[config.mk]
export PLATFORM = sky130hd
export DESIGN_NAME = clock_time_setter
export DESIGN_NICKNAME = d
export VERILOG_FILES = /design/src/rtl/clock_set_pkg.sv /design/src/rtl/button_debouncer.sv /design/src/rtl/clock_time_setter.sv
export SDC_FILE = /design/constraint.sdc
export NUM_CORES = 1
export LEC_CHECK = 0
export CAP_MARGIN = 10
export CORE_ASPECT_RATIO = 0.8
export CORE_MARGIN = 3
export CORE_UTILIZATION = 55
export CTS_BUF_LIST = sky130_fd_sc_hd__clkbuf_4
export CTS_CLUSTER_SIZE = 30
export DETAILED_ROUTE_END_ITERATION = 10
export PLACE_DENSITY_LB_ADDON = 0.12
export SLEW_MARGIN = 5
export SYNTH_ARGS = -nofsm -noshare
export SYNTH_HDL_FRONTEND = slang
export SYNTH_HIERARCHICAL = 1
export SYNTH_SLANG_ARGS = --single-unit
export TNS_END_PERCENT = 30
[constraint.sdc]
create_clock -name clk -period 3.2 [get_ports clk]
set_input_delay 0.64 -clock clk [delete_from_list [all_inputs] [get_ports clk]]
set_output_delay 0.64 -clock clk [all_outputs]
set_load 0.005 [all_outputs]
[src/rtl/clock_set_pkg.sv]
// Shared types and constants for the clock time-set block: FSM states,
// edit_field encoding, BCD limits and small helpers used by the top.
package clock_set_pkg;

    typedef enum logic [2:0] {
        IDLE      = 3'd0,
        EDIT_HOUR = 3'd1,
        EDIT_MIN  = 3'd2,
        EDIT_SEC  = 3'd3,
        COMMIT    = 3'd4
    } state_e;

    localparam logic [1:0] FIELD_NONE = 2'd0;
    localparam logic [1:0] FIELD_HOUR = 2'd1;
    localparam logic [1:0] FIELD_MIN  = 2'd2;
    localparam logic [1:0] FIELD_SEC  = 2'd3;

    localparam logic [7:0] HOUR_MAX   = 8'h23;
    localparam logic [7:0] MINSEC_MAX = 8'h59;

    // A packed BCD value is kept only if its ones digit is a decimal digit
    // and the whole value does not exceed the field limit; with a valid ones
    // digit the numeric compare also rejects any out-of-range tens digit.
    function automatic logic [7:0] bcd_sanitize(input logic [7:0] v, input logic [7:0] max);
        return ((v[3:0] <= 4'd9) && (v <= max)) ? v : 8'h00;
    endfunction

    function automatic logic is_edit(input state_e s);
        return (s == EDIT_HOUR) || (s == EDIT_MIN) || (s == EDIT_SEC);
    endfunction

    function automatic logic [1:0] field_of(input state_e s);
        case (s)
            EDIT_HOUR: return FIELD_HOUR;
            EDIT_MIN:  return FIELD_MIN;
            EDIT_SEC:  return FIELD_SEC;
            default:   return FIELD_NONE;
        endcase
    endfunction

endpackage

[src/rtl/button_debouncer.sv]
// Push-button debouncer: two-flop synchronizer, a stable-level counter and a
// one-cycle press pulse on each accepted 0->1 change. Releases give no pulse.
module button_debouncer #(
    parameter int unsigned DEBOUNCE_CYCLES = 1_000_000
) (
    input  logic clk,
    input  logic rst,
    input  logic raw,
    output logic level,
    output logic press
);

    localparam int unsigned CW = (DEBOUNCE_CYCLES > 1) ? $clog2(DEBOUNCE_CYCLES) : 1;
    localparam logic [CW-1:0] CNT_LAST = CW'(DEBOUNCE_CYCLES - 1);
    localparam logic [CW-1:0] CNT_ONE  = CW'(1);

    logic          sync1_q, sync1_d;
    logic          sync2_q, sync2_d;
    logic          level_q, level_d;
    logic          press_q, press_d;
    logic [CW-1:0] cnt_q, cnt_d;

    // Count how long the synchronized input has disagreed with the accepted
    // level; accept the new level once it has held for the full window.
    always_comb begin
        sync1_d = raw;
        sync2_d = sync1_q;
        level_d = level_q;
        press_d = 1'b0;
        cnt_d   = '0;
        if (sync2_q != level_q) begin
            if (cnt_q == CNT_LAST) begin
                level_d = sync2_q;
                press_d = sync2_q;
            end else begin
                cnt_d = cnt_q + CNT_ONE;
            end
        end
    end

    // Register synchronizer, accepted level, counter and press pulse.
    always_ff @(posedge clk or posedge rst) begin
        if (rst) begin
            sync1_q <= 1'b0;
            sync2_q <= 1'b0;
            level_q <= 1'b0;
            press_q <= 1'b0;
            cnt_q   <= '0;
        end else begin
            sync1_q <= sync1_d;
            sync2_q <= sync2_d;
            level_q <= level_d;
            press_q <= press_d;
            cnt_q   <= cnt_d;
        end
    end

    assign level = level_q;
    assign press = press_q;

endmodule

[src/rtl/clock_time_setter.sv]
// Time-set front end of the digital clock: debounces MODE/INC, walks the
// user through hour/minute/second editing in packed BCD and strobes load.
// Optional auto-repeat on a held INC: define CLOCK_TIME_SETTER_AUTOREPEAT_EN.
module clock_time_setter
    import clock_set_pkg::*;
#(
    parameter int unsigned DEBOUNCE_CYCLES = 1_000_000,
    parameter int unsigned TIMEOUT_CYCLES  = 500_000_000,
    parameter int unsigned BLINK_CYCLES    = 12_500_000,
    parameter int unsigned HOLD_CYCLES     = 50_000_000,
    parameter int unsigned REPEAT_CYCLES   = 10_000_000
) (
    input  logic       clk,
    input  logic       rst,
    input  logic       btn_mode_raw,
    input  logic       btn_inc_raw,
    input  logic [7:0] cur_hour,
    input  logic [7:0] cur_min,
    input  logic [7:0] cur_sec,
    output logic       set_active,
    output logic [1:0] edit_field,
    output logic [7:0] set_hour,
    output logic [7:0] set_min,
    output logic [7:0] set_sec,
    output logic       load,
    output logic       blink_on
);

    localparam int unsigned TW = $clog2(TIMEOUT_CYCLES + 1);
    localparam int unsigned BW = $clog2(BLINK_CYCLES + 1);
    localparam logic [TW-1:0] TIMEOUT_LAST = TW'(TIMEOUT_CYCLES - 1);
    localparam logic [BW-1:0] BLINK_LAST   = BW'(BLINK_CYCLES - 1);

    state_e        state_q, state_d;
    logic [7:0]    set_hour_q, set_hour_d;
    logic [7:0]    set_min_q, set_min_d;
    logic [7:0]    set_sec_q, set_sec_d;
    logic          set_active_q, set_active_d;
    logic [1:0]    edit_field_q, edit_field_d;
    logic          load_q, load_d;
    logic          blink_q, blink_d;
    logic [TW-1:0] timeout_q, timeout_d;
    logic [BW-1:0] blink_cnt_q, blink_cnt_d;
    logic          mode_press, inc_press, mode_level, inc_level;
    logic          step, rep_step, activity, next_edit;
    logic          unused_levels;

    function automatic logic [7:0] bcd_inc(input logic [7:0] v, input logic [7:0] max);
        if (v == max)
            return 8'h00;
        else if (v[3:0] == 4'd9)
            return {v[7:4] + 4'd1, 4'd0};
        else
            return {v[7:4], v[3:0] + 4'd1};
    endfunction

    button_debouncer #(.DEBOUNCE_CYCLES(DEBOUNCE_CYCLES)) u_mode_db (
        .clk   (clk),
        .rst   (rst),
        .raw   (btn_mode_raw),
        .level (mode_level),
        .press (mode_press)
    );

    button_debouncer #(.DEBOUNCE_CYCLES(DEBOUNCE_CYCLES)) u_inc_db (
        .clk   (clk),
        .rst   (rst),
        .raw   (btn_inc_raw),
        .level (inc_level),
        .press (inc_press)
    );

    // The MODE level has no consumer, and the INC level is only needed for auto-repeat.
    assign unused_levels = mode_level ^ inc_level;

`ifdef CLOCK_TIME_SETTER_AUTOREPEAT_EN
    localparam int unsigned RMAX = (HOLD_CYCLES > REPEAT_CYCLES) ? HOLD_CYCLES : REPEAT_CYCLES;
    localparam int unsigned RW   = $clog2(RMAX + 1);
    localparam logic [RW-1:0] HOLD_LAST   = RW'(HOLD_CYCLES - 1);
    localparam logic [RW-1:0] REPEAT_LAST = RW'(REPEAT_CYCLES - 1);

    logic          rep_armed_q, rep_armed_d;
    logic          rep_running_q, rep_running_d;
    logic [RW-1:0] rep_cnt_q, rep_cnt_d;

    // Arm on an INC press, wait the hold time, then emit a step every repeat
    // interval while INC stays down; leaving edit or pressing MODE disarms.
    always_comb begin
        rep_armed_d   = rep_armed_q;
        rep_running_d = rep_running_q;
        rep_cnt_d     = rep_cnt_q;
        rep_step      = 1'b0;
        if (!is_edit(state_q) || mode_press) begin
            rep_armed_d   = 1'b0;
            rep_running_d = 1'b0;
            rep_cnt_d     = '0;
        end else if (inc_press) begin
            rep_armed_d   = 1'b1;
            rep_running_d = 1'b0;
            rep_cnt_d     = '0;
        end else if (rep_armed_q && inc_level) begin
            if (rep_cnt_q == (rep_running_q ? REPEAT_LAST : HOLD_LAST)) begin
                rep_step      = 1'b1;
                rep_running_d = 1'b1;
                rep_cnt_d     = '0;
            end else begin
                rep_cnt_d = rep_cnt_q + RW'(1);
            end
        end else begin
            rep_armed_d   = 1'b0;
            rep_running_d = 1'b0;
            rep_cnt_d     = '0;
        end
    end

    // Register the auto-repeat tracking state.
    always_ff @(posedge clk or posedge rst) begin
        if (rst) begin
            rep_armed_q   <= 1'b0;
            rep_running_q <= 1'b0;
            rep_cnt_q     <= '0;
        end else begin
            rep_armed_q   <= rep_armed_d;
            rep_running_q <= rep_running_d;
            rep_cnt_q     <= rep_cnt_d;
        end
    end
`else
    localparam int unsigned UNUSED_REPEAT_TIMING = HOLD_CYCLES + REPEAT_CYCLES;
    assign rep_step = 1'b0;
`endif

    // Next state and edited values: MODE outranks INC, INC outranks timeout.
    always_comb begin
        state_d    = state_q;
        set_hour_d = set_hour_q;
        set_min_d  = set_min_q;
        set_sec_d  = set_sec_q;
        step       = 1'b0;
        case (state_q)
            IDLE: begin
                if (mode_press) begin
                    state_d    = EDIT_HOUR;
                    set_hour_d = bcd_sanitize(cur_hour, HOUR_MAX);
                    set_min_d  = bcd_sanitize(cur_min, MINSEC_MAX);
                    set_sec_d  = bcd_sanitize(cur_sec, MINSEC_MAX);
                end
            end
            EDIT_HOUR, EDIT_MIN, EDIT_SEC: begin
                if (mode_press)
                    state_d = (state_q == EDIT_HOUR) ? EDIT_MIN :
                              (state_q == EDIT_MIN)  ? EDIT_SEC : COMMIT;
                else if (inc_press || rep_step)
                    step = 1'b1;
                else if (timeout_q == TIMEOUT_LAST)
                    state_d = IDLE;
            end
            default: state_d = IDLE;
        endcase
        if (step) begin
            case (state_q)
                EDIT_HOUR: set_hour_d = bcd_inc(set_hour_q, HOUR_MAX);
                EDIT_MIN:  set_min_d  = bcd_inc(set_min_q, MINSEC_MAX);
                EDIT_SEC:  set_sec_d  = bcd_inc(set_sec_q, MINSEC_MAX);
                default:   set_sec_d  = set_sec_q;
            endcase
        end
    end

    // Timeout, blink and decoded outputs all follow the upcoming state so
    // they line up with it; any press or state change restarts the timers.
    always_comb begin
        next_edit    = is_edit(state_d);
        activity     = (state_d != state_q) || step;
        set_active_d = next_edit;
        edit_field_d = field_of(state_d);
        load_d       = (state_d == COMMIT);
        timeout_d    = '0;
        blink_d      = 1'b0;
        blink_cnt_d  = '0;
        if (next_edit) begin
            timeout_d = activity ? '0 : timeout_q + TW'(1);
            if (activity) begin
                blink_d = 1'b1;
            end else if (blink_cnt_q == BLINK_LAST) begin
                blink_d = ~blink_q;
            end else begin
                blink_d     = blink_q;
                blink_cnt_d = blink_cnt_q + BW'(1);
            end
        end
    end

    // Single state/output register bank for the time-set FSM.
    always_ff @(posedge clk or posedge rst) begin
        if (rst) begin
            state_q      <= IDLE;
            set_hour_q   <= 8'h00;
            set_min_q    <= 8'h00;
            set_sec_q    <= 8'h00;
            set_active_q <= 1'b0;
            edit_field_q <= FIELD_NONE;
            load_q       <= 1'b0;
            blink_q      <= 1'b0;
            timeout_q    <= '0;
            blink_cnt_q  <= '0;
        end else begin
            state_q      <= state_d;
            set_hour_q   <= set_hour_d;
            set_min_q    <= set_min_d;
            set_sec_q    <= set_sec_d;
            set_active_q <= set_active_d;
            edit_field_q <= edit_field_d;
            load_q       <= load_d;
            blink_q      <= blink_d;
            timeout_q    <= timeout_d;
            blink_cnt_q  <= blink_cnt_d;
        end
    end

    assign set_active = set_active_q;
    assign edit_field = edit_field_q;
    assign set_hour   = set_hour_q;
    assign set_min    = set_min_q;
    assign set_sec    = set_sec_q;
    assign load       = load_q;
    assign blink_on   = blink_q;

endmodule

==> results.md <==
- Total wire length: 14.68 mm
- CTS max path bufs: 2
- Least-Margin Pin Slew: ~0.96 ns
- Clock sink count: roughly 130
- Hold Path Depth: 0
- Antenna diodes: 0
- Slowest CP cell: or4_4
- PortBufs: 56
- Clk slew on worst S/H paths: between 0.1 and 0.15 ns
- Placer Congestion: 0.8291
- Clock period minus worst slack: 2.433 ns
- Share of layout cells above drive strength 1: 0.08655
- Synth Instances: 678
- Post-place setup slack: 0.7375 ns
- Crit path buf inv count: 0
- Register-to-register path setup slack: 0.77 ns
- Hold Crit Start: u_mode_db/sync1_q
- Mean Syn Cell Area: about 10 um^2
- End of the worst hold path: u_mode_db/sync2_q
- # hold bufs at CTS: 0
- Crit-path cells: nor4_1 -> nand4b_1 -> or4_4 -> nand3_1 -> nor2_1
- Vias: approximately 5.4k
- Reg2reg start: blink_cnt_q[16]
- Drt wl/cell: 16.01 um
- Initial antenna violation count: 0
- Ys async rst share: 1.000
- Final Max Slew Viols: 0
- Initial Utilization: 0.5805
- CTS root buf: clkbuf_4
- Largest stage delay on the critical path: 0.60 ns
- Cell Pwr Density: approximately 380 nW/um^2
- Post-DR vias/cell: 5.854
- RSZ-0062 raised after global routing: false
- Clock skew: roughly 0.019 ns
- Worst slew margin: 0.3570
- Initial detailed-routing violation count: between 200 and 300
- DP Area: 7597 um^2
- FP Rows: 35
- CP Launch Type: flip-flop
- Worst Setup Slack, final: 0.7674 ns
- Total gr overflow: 0
- Final nets: 783
- Vias in the first global route: 5353
- Final TNS setup: 0 ns
- Final period utilization: 0.7602
- Ys Warns: 6
- Die Span Y: 106.1 um
- Pin count of the biggest net entering global routing: 46
- Post-Syn Nets: slightly above 700
- LEAKAGE: between 3 and 4 nW
- Top-level I/O count: 57
- Core area: 11870 um^2
- Total GRT Usage: 0.2192
- Inserted Clock Buffers: 17
- Outcome: finished, final reports clean
- Worst EP required: 3.58 ns
- Number of flops mapped to enable cells by yosys: 0
- Post-CTS Resized: 0
- Setup CP Type: flip-flop to flip-flop
- Die area: 13910 um^2
- CTS tree: yes
- CP max FO: 21
- Placed wire-length estimate: between 10 and 15 mm
- Worst r2r path cells: 5
- Maximum VDD drop: roughly 0.00023 V
- Finished Cell Area: 7911 um^2
- Antenna Nets Post-Route: 0
- Synthesis-to-layout area growth: 14.84%
- Post-CTS Setup Inserts: 0
- Synthesized area: 6889 um^2
- Max_cap viols: 0
- Crit path depth: 5
- Worst hold path type: flip-flop to flip-flop
- Clk_lat worst skew: 0.53 ns
- CP Capture Type: flip-flop
- Global-route wire length before repair: about 25 mm
- First-pass DRT Iterations: 5
- Critical Path AT: 2.81 ns
- Netlist cell types: 60
- Setup violators final: 0
- RR Endpoint: blink_cnt_q[22]
- Die Width: 131.1 um
- Final Hold Vio Count: 0
- Hold WS: 0.3825 ns
- H-tree depth: 4
- FF+latch count, synth: 133
- Top FF cell, synth: dfrtp_1
- Max Fclk: between 400 and 500 MHz
- CP delay by family, top: simple AND/OR/NAND/NOR gates
- Register area share after synthesis: 0.4831
- Post-route DRC: 0
-- synth_stat cells, types with 6 or more instances --
| master | instances | share of area |
|---|---|---|
| dfrtp_1 | 133 | 0.48 |
| nor2_1 | 115 | 0.063 |
| xnor2_1 | 46 | 0.058 |
| nand3_1 | 38 | 0.028 |
| nand2_1 | 36 | 0.020 |
| xor2_1 | 35 | 0.044 |
| inv_1 | 23 | 0.013 |
| a21oi_1 | 19 | 0.014 |
| nand4_1 | 18 | 0.016 |
| nor3_1 | 18 | 0.013 |
| o21ai_0 | 17 | 0.012 |
| and3_1 | 16 | 0.015 |
| ha_1 | 16 | 0.029 |
| a221o_1 | 14 | 0.020 |
| and4_1 | 11 | 0.014 |
| nor4_2 | 8 | 0.015 |
| buf_2 | 7 | 0.0051 |
| o31ai_1 | 7 | 0.0076 |
| or4_1 | 7 | 0.0076 |
| nor3b_1 | 6 | 0.0065 |
| nor4_1 | 6 | 0.0054 |
-- through the flow --
step | cells | power, mW | util
after floorplan | 678 | 1.774 | -
after global placement | 886 | 1.830 | 0.6402
after detailed placement | 886 | 1.832 | 0.6402
after CTS | 917 | 3.069 | 0.6666
after global routing | 917 | 3.157 | 0.6666
final | 917 | 3.039 | 0.6666
-- report_power, final --
group | switching, mW | leakage, nW | internal (mW) | total (mW)
Combinational | 0.0567 | 1.17 | 0.0433 | 0.100
Sequential | 0.00817 | 1.81 | 1.69 | 1.70
Clock | 0.631 | 0.158 | 0.610 | 1.24
Total | 0.696 | 3.14 | 2.34 | 3.04
-- flip-flops by register name, indices dropped and copies added (netlist names), 2 cells and up --
| signal | cells |
|---|---|
| state_q | 3 |
| set_min | 8 |
| set_sec | 8 |
| u_inc_db/cnt_q | 20 |
| edit_field | 2 |
| timeout_q | 29 |
| set_hour | 8 |
| blink_cnt_q | 24 |
| u_mode_db/cnt_q | 20 |
-- area by class of cell --
cell class,instances,area (um^2)
fillers,926,3956
multi-input cells,505,3378
flip-flops and latches,133,3328
repair buffers,59,595.6
well taps,166,207.7
clock inverters,14,186.4
clock buffers,17,127.6
inverters,23,87.58
-- metal layers --
metal  up-vias  routed length [um]  global-route usage
met3        26                 719             0.04683
met1      2664                6910              0.2978
met2       133                6840              0.3502
li1       2545                   -                   -
met4         0                 212             0.08096
met5         -                   0                   0
-- cell families after synthesis --
family          count (synthesis)  synth area share
flops                         133            0.4831
fa+ha+maj                      16           0.02906
compound gates                 78           0.08445
buf+inv                        40           0.02651
mux                             5          0.008718
simple gates                  325            0.2652
xor+xnor                       81            0.1030
-- worst reg2reg max path: stages (launching register included) --
cell      delay (ns)
dfrtp_1         0.45
nor4_1          0.35
nand4b_1        0.18
or4_4           0.60
nand3_1         0.59
nor2_1          0.13
-- layout by cell type (no fill, tap or decap), types with 17 or more instances in the layout --
| cell type | Yosys | layout |
|---|---|---|
| clkbuf_4 | 0 | 17 |
| clkdlybuf4s50_1 | 0 | 56 |
| nand2_1 | 36 | 36 |
| dfrtp_1 | 133 | 133 |
| nand3_1 | 38 | 38 |
| nand4_1 | 18 | 18 |
| o21ai_0 | 17 | 17 |
| nor3_1 | 18 | 18 |
| a21oi_1 | 19 | 19 |
| inv_1 | 23 | 22 |
| xor2_1 | 35 | 35 |
| xnor2_1 | 46 | 46 |
| nor2_1 | 115 | 115 |
-- worst max path at each step --
stage	start	endpoint	slack [ns]
6_report	blink_cnt_q[16]	blink_cnt_q[22]	0.77
2_1_floorplan	rst	blink_cnt_q[0]	0.37
3_3_place_gp	blink_cnt_q[16]	blink_cnt_q[21]	0.96
5_1_grt	blink_cnt_q[16]	blink_cnt_q[10]	0.51
4_1_cts	blink_cnt_q[16]	blink_cnt_q[6]	0.73
3_5_place_dp	blink_cnt_q[16]	blink_cnt_q[6]	0.74
Note: power is estimated with default switching activity, not from simulation.
==> RTL edit (config.mk and constraints unchanged) <==
`DEBOUNCE_CYCLES` is set to 1_000_000 in 2 places; all go to 2_000_000.
--- a/src/rtl/button_debouncer.sv
+++ b/src/rtl/button_debouncer.sv
@@ -1,7 +1,7 @@
 // Push-button debouncer: two-flop synchronizer, a stable-level counter and a
 // one-cycle press pulse on each accepted 0->1 change. Releases give no pulse.
 module button_debouncer #(
-    parameter int unsigned DEBOUNCE_CYCLES = 1_000_000
+    parameter int unsigned DEBOUNCE_CYCLES = 2_000_000
 ) (
     input  logic clk,
     input  logic rst,
--- a/src/rtl/clock_time_setter.sv
+++ b/src/rtl/clock_time_setter.sv
@@ -4,7 +4,7 @@
 module clock_time_setter
     import clock_set_pkg::*;
 #(
-    parameter int unsigned DEBOUNCE_CYCLES = 1_000_000,
+    parameter int unsigned DEBOUNCE_CYCLES = 2_000_000,
     parameter int unsigned TIMEOUT_CYCLES  = 500_000_000,
     parameter int unsigned BLINK_CYCLES    = 12_500_000,
     parameter int unsigned HOLD_CYCLES     = 50_000_000,
Formal check against the unedited RTL: same outputs for any inputs over 10 cycles, from zero or initial values and one cycle with rst high; that may be too few to reach the edited logic, so the function may still have changed.
==> RTL edit against the unedited design <==
Critical path depth did not move; synthesized area rose by 1.9%; count of clock-buffer cells in the layout up 1; worst setup slack gained 0.12 ns; die area up 1.8%; wire length down 2.5%; first-iteration DRC count grew 1.8%; via count increased by 0.71%; sequential cell count grew 2; total power decreased by 7.0%; highest routed layer unchanged; final area up 0.81%.
==> RTL edit: results (changes against the unedited design) <==
[status]
status=complete, no violations

[clock_tree]
post_cts_buffers=0  ; unchanged

[place]
gp_congestion=0.833  ; +0.43%
dp_hpwl_mm=10.2  ; -1.4%
placedCellCount=914  ; +3.2%
pre_cts_slack_ns=0.883  ; +0.146 ns
place_area_sq_um=7730  ; +1.8%

[layout]
nNetsFinal=806  ; +2.9%
nClkBuffers=18  ; +1
multi_input_area_sq_um=3450  ; +2.1%
fin_area_sq_um=7980  ; +0.81%
fillers=1026  ; +11%
antenna_cells=0  ; unchanged
nFlopsAndLatches=135  ; +1.5%
clkCellAreaFrac_pct=3.06  ; -0.91 points
drive_above_1_share_pct=7.75  ; -0.90 points
reg_top3=timeout_q: 29 flops, blink_cnt_q: 24 flops
instances_no_fill=945  ; +3.1%
multi_input_cells=525  ; +4.0%
n_all_buffers=60  ; +1.7%

[synth]
synth_xor_area_share_pct=9.61  ; -0.69 points
synthAdderAreaFrac_pct=2.85  ; -0.053 points
synthTopCellsByCount=dfrtp_1 (135), nor2_1 (107), xnor2_1 (44)
yosysUniqueCellTypes=59  ; -1.7%
synth_nets=744  ; +3.0%
ys_seq_area_share_pct=48.1  ; -0.17 points
synthTopCellsByArea=dfrtp_1 (48%), nor2_1 (5.7%), xnor2_1 (5.5%)

[global_routing]
grt_usage_pct=21.6  ; -0.34 points
grt_use_met3_pct=6.57  ; +1.9 points
met2_usage_pct=34.2  ; -0.83 points
grt.met1_usage_pct=29.4  ; -0.34 points
grt_start_max_net_pins=45  ; -2.2%
grt_pass1_wl_mm=25.1  ; -1.0%
grt_pass1_vias=5368  ; +0.28%

[critical_path]
r2r_slack_ns=0.89  ; +0.12 ns
worstPathArrival_ns=2.70  ; -0.11 ns
critPathSlowestCell=nand3_1

[detailed_routing]
drtIter0Drc=283  ; +1.8%
routed_wl_mm=14.3  ; -2.5%
via_per_inst=5.72  ; -2.3%

[timing]
holdWs_ns=0.369  ; -0.0132 ns
relSlewSlack_pct=37.2  ; +1.5 points

[floorplan]
die-area_sq_um=14200  ; +1.8%

[pwr]
internal_power_mw=2.14  ; -8.6%
ir_worst_vdd_mv=0.214  ; -7.6%
power_leakage_nw=3.18  ; +1.3%

## RTL edit: cell count changes in the layout (fill, tap and decap cells not counted), sizes merged, moves of 6 or more
| cell | unedited run | this run |
|---|---|---|
| and2 | 2 | 12 |
| or3 | 7 | 13 |
| a21oi | 19 | 25 |
| nor2 | 116 | 108 |
| o21ai | 18 | 28 |
## RTL edit: worst register-to-register path, stage by stage (launching register included)
cell and delay [ns]:
dfrtp_1 0.45, nor4_1 0.29, nand4b_1 0.12, or4_4 0.57
nand3_1 0.60, nor2_1 0.13
## RTL edit: power by group through the flow
stage               registers (mW)  logic (mW)  clock network, mW
global placement              1.76       0.103                  0
detailed placement            1.76       0.105                  0
floorplan                     1.75      0.0498                  0
finish                        1.72       0.102               1.00
global route                  1.73       0.117               1.13
CTS                           1.72       0.106               1.03
## RTL edit: metal layers
layer	up-vias	routed length (um)
li1	2643	-
met1	2629	6980
met2	119	6510
met3	15	684
met4	0	145
met5	-	0
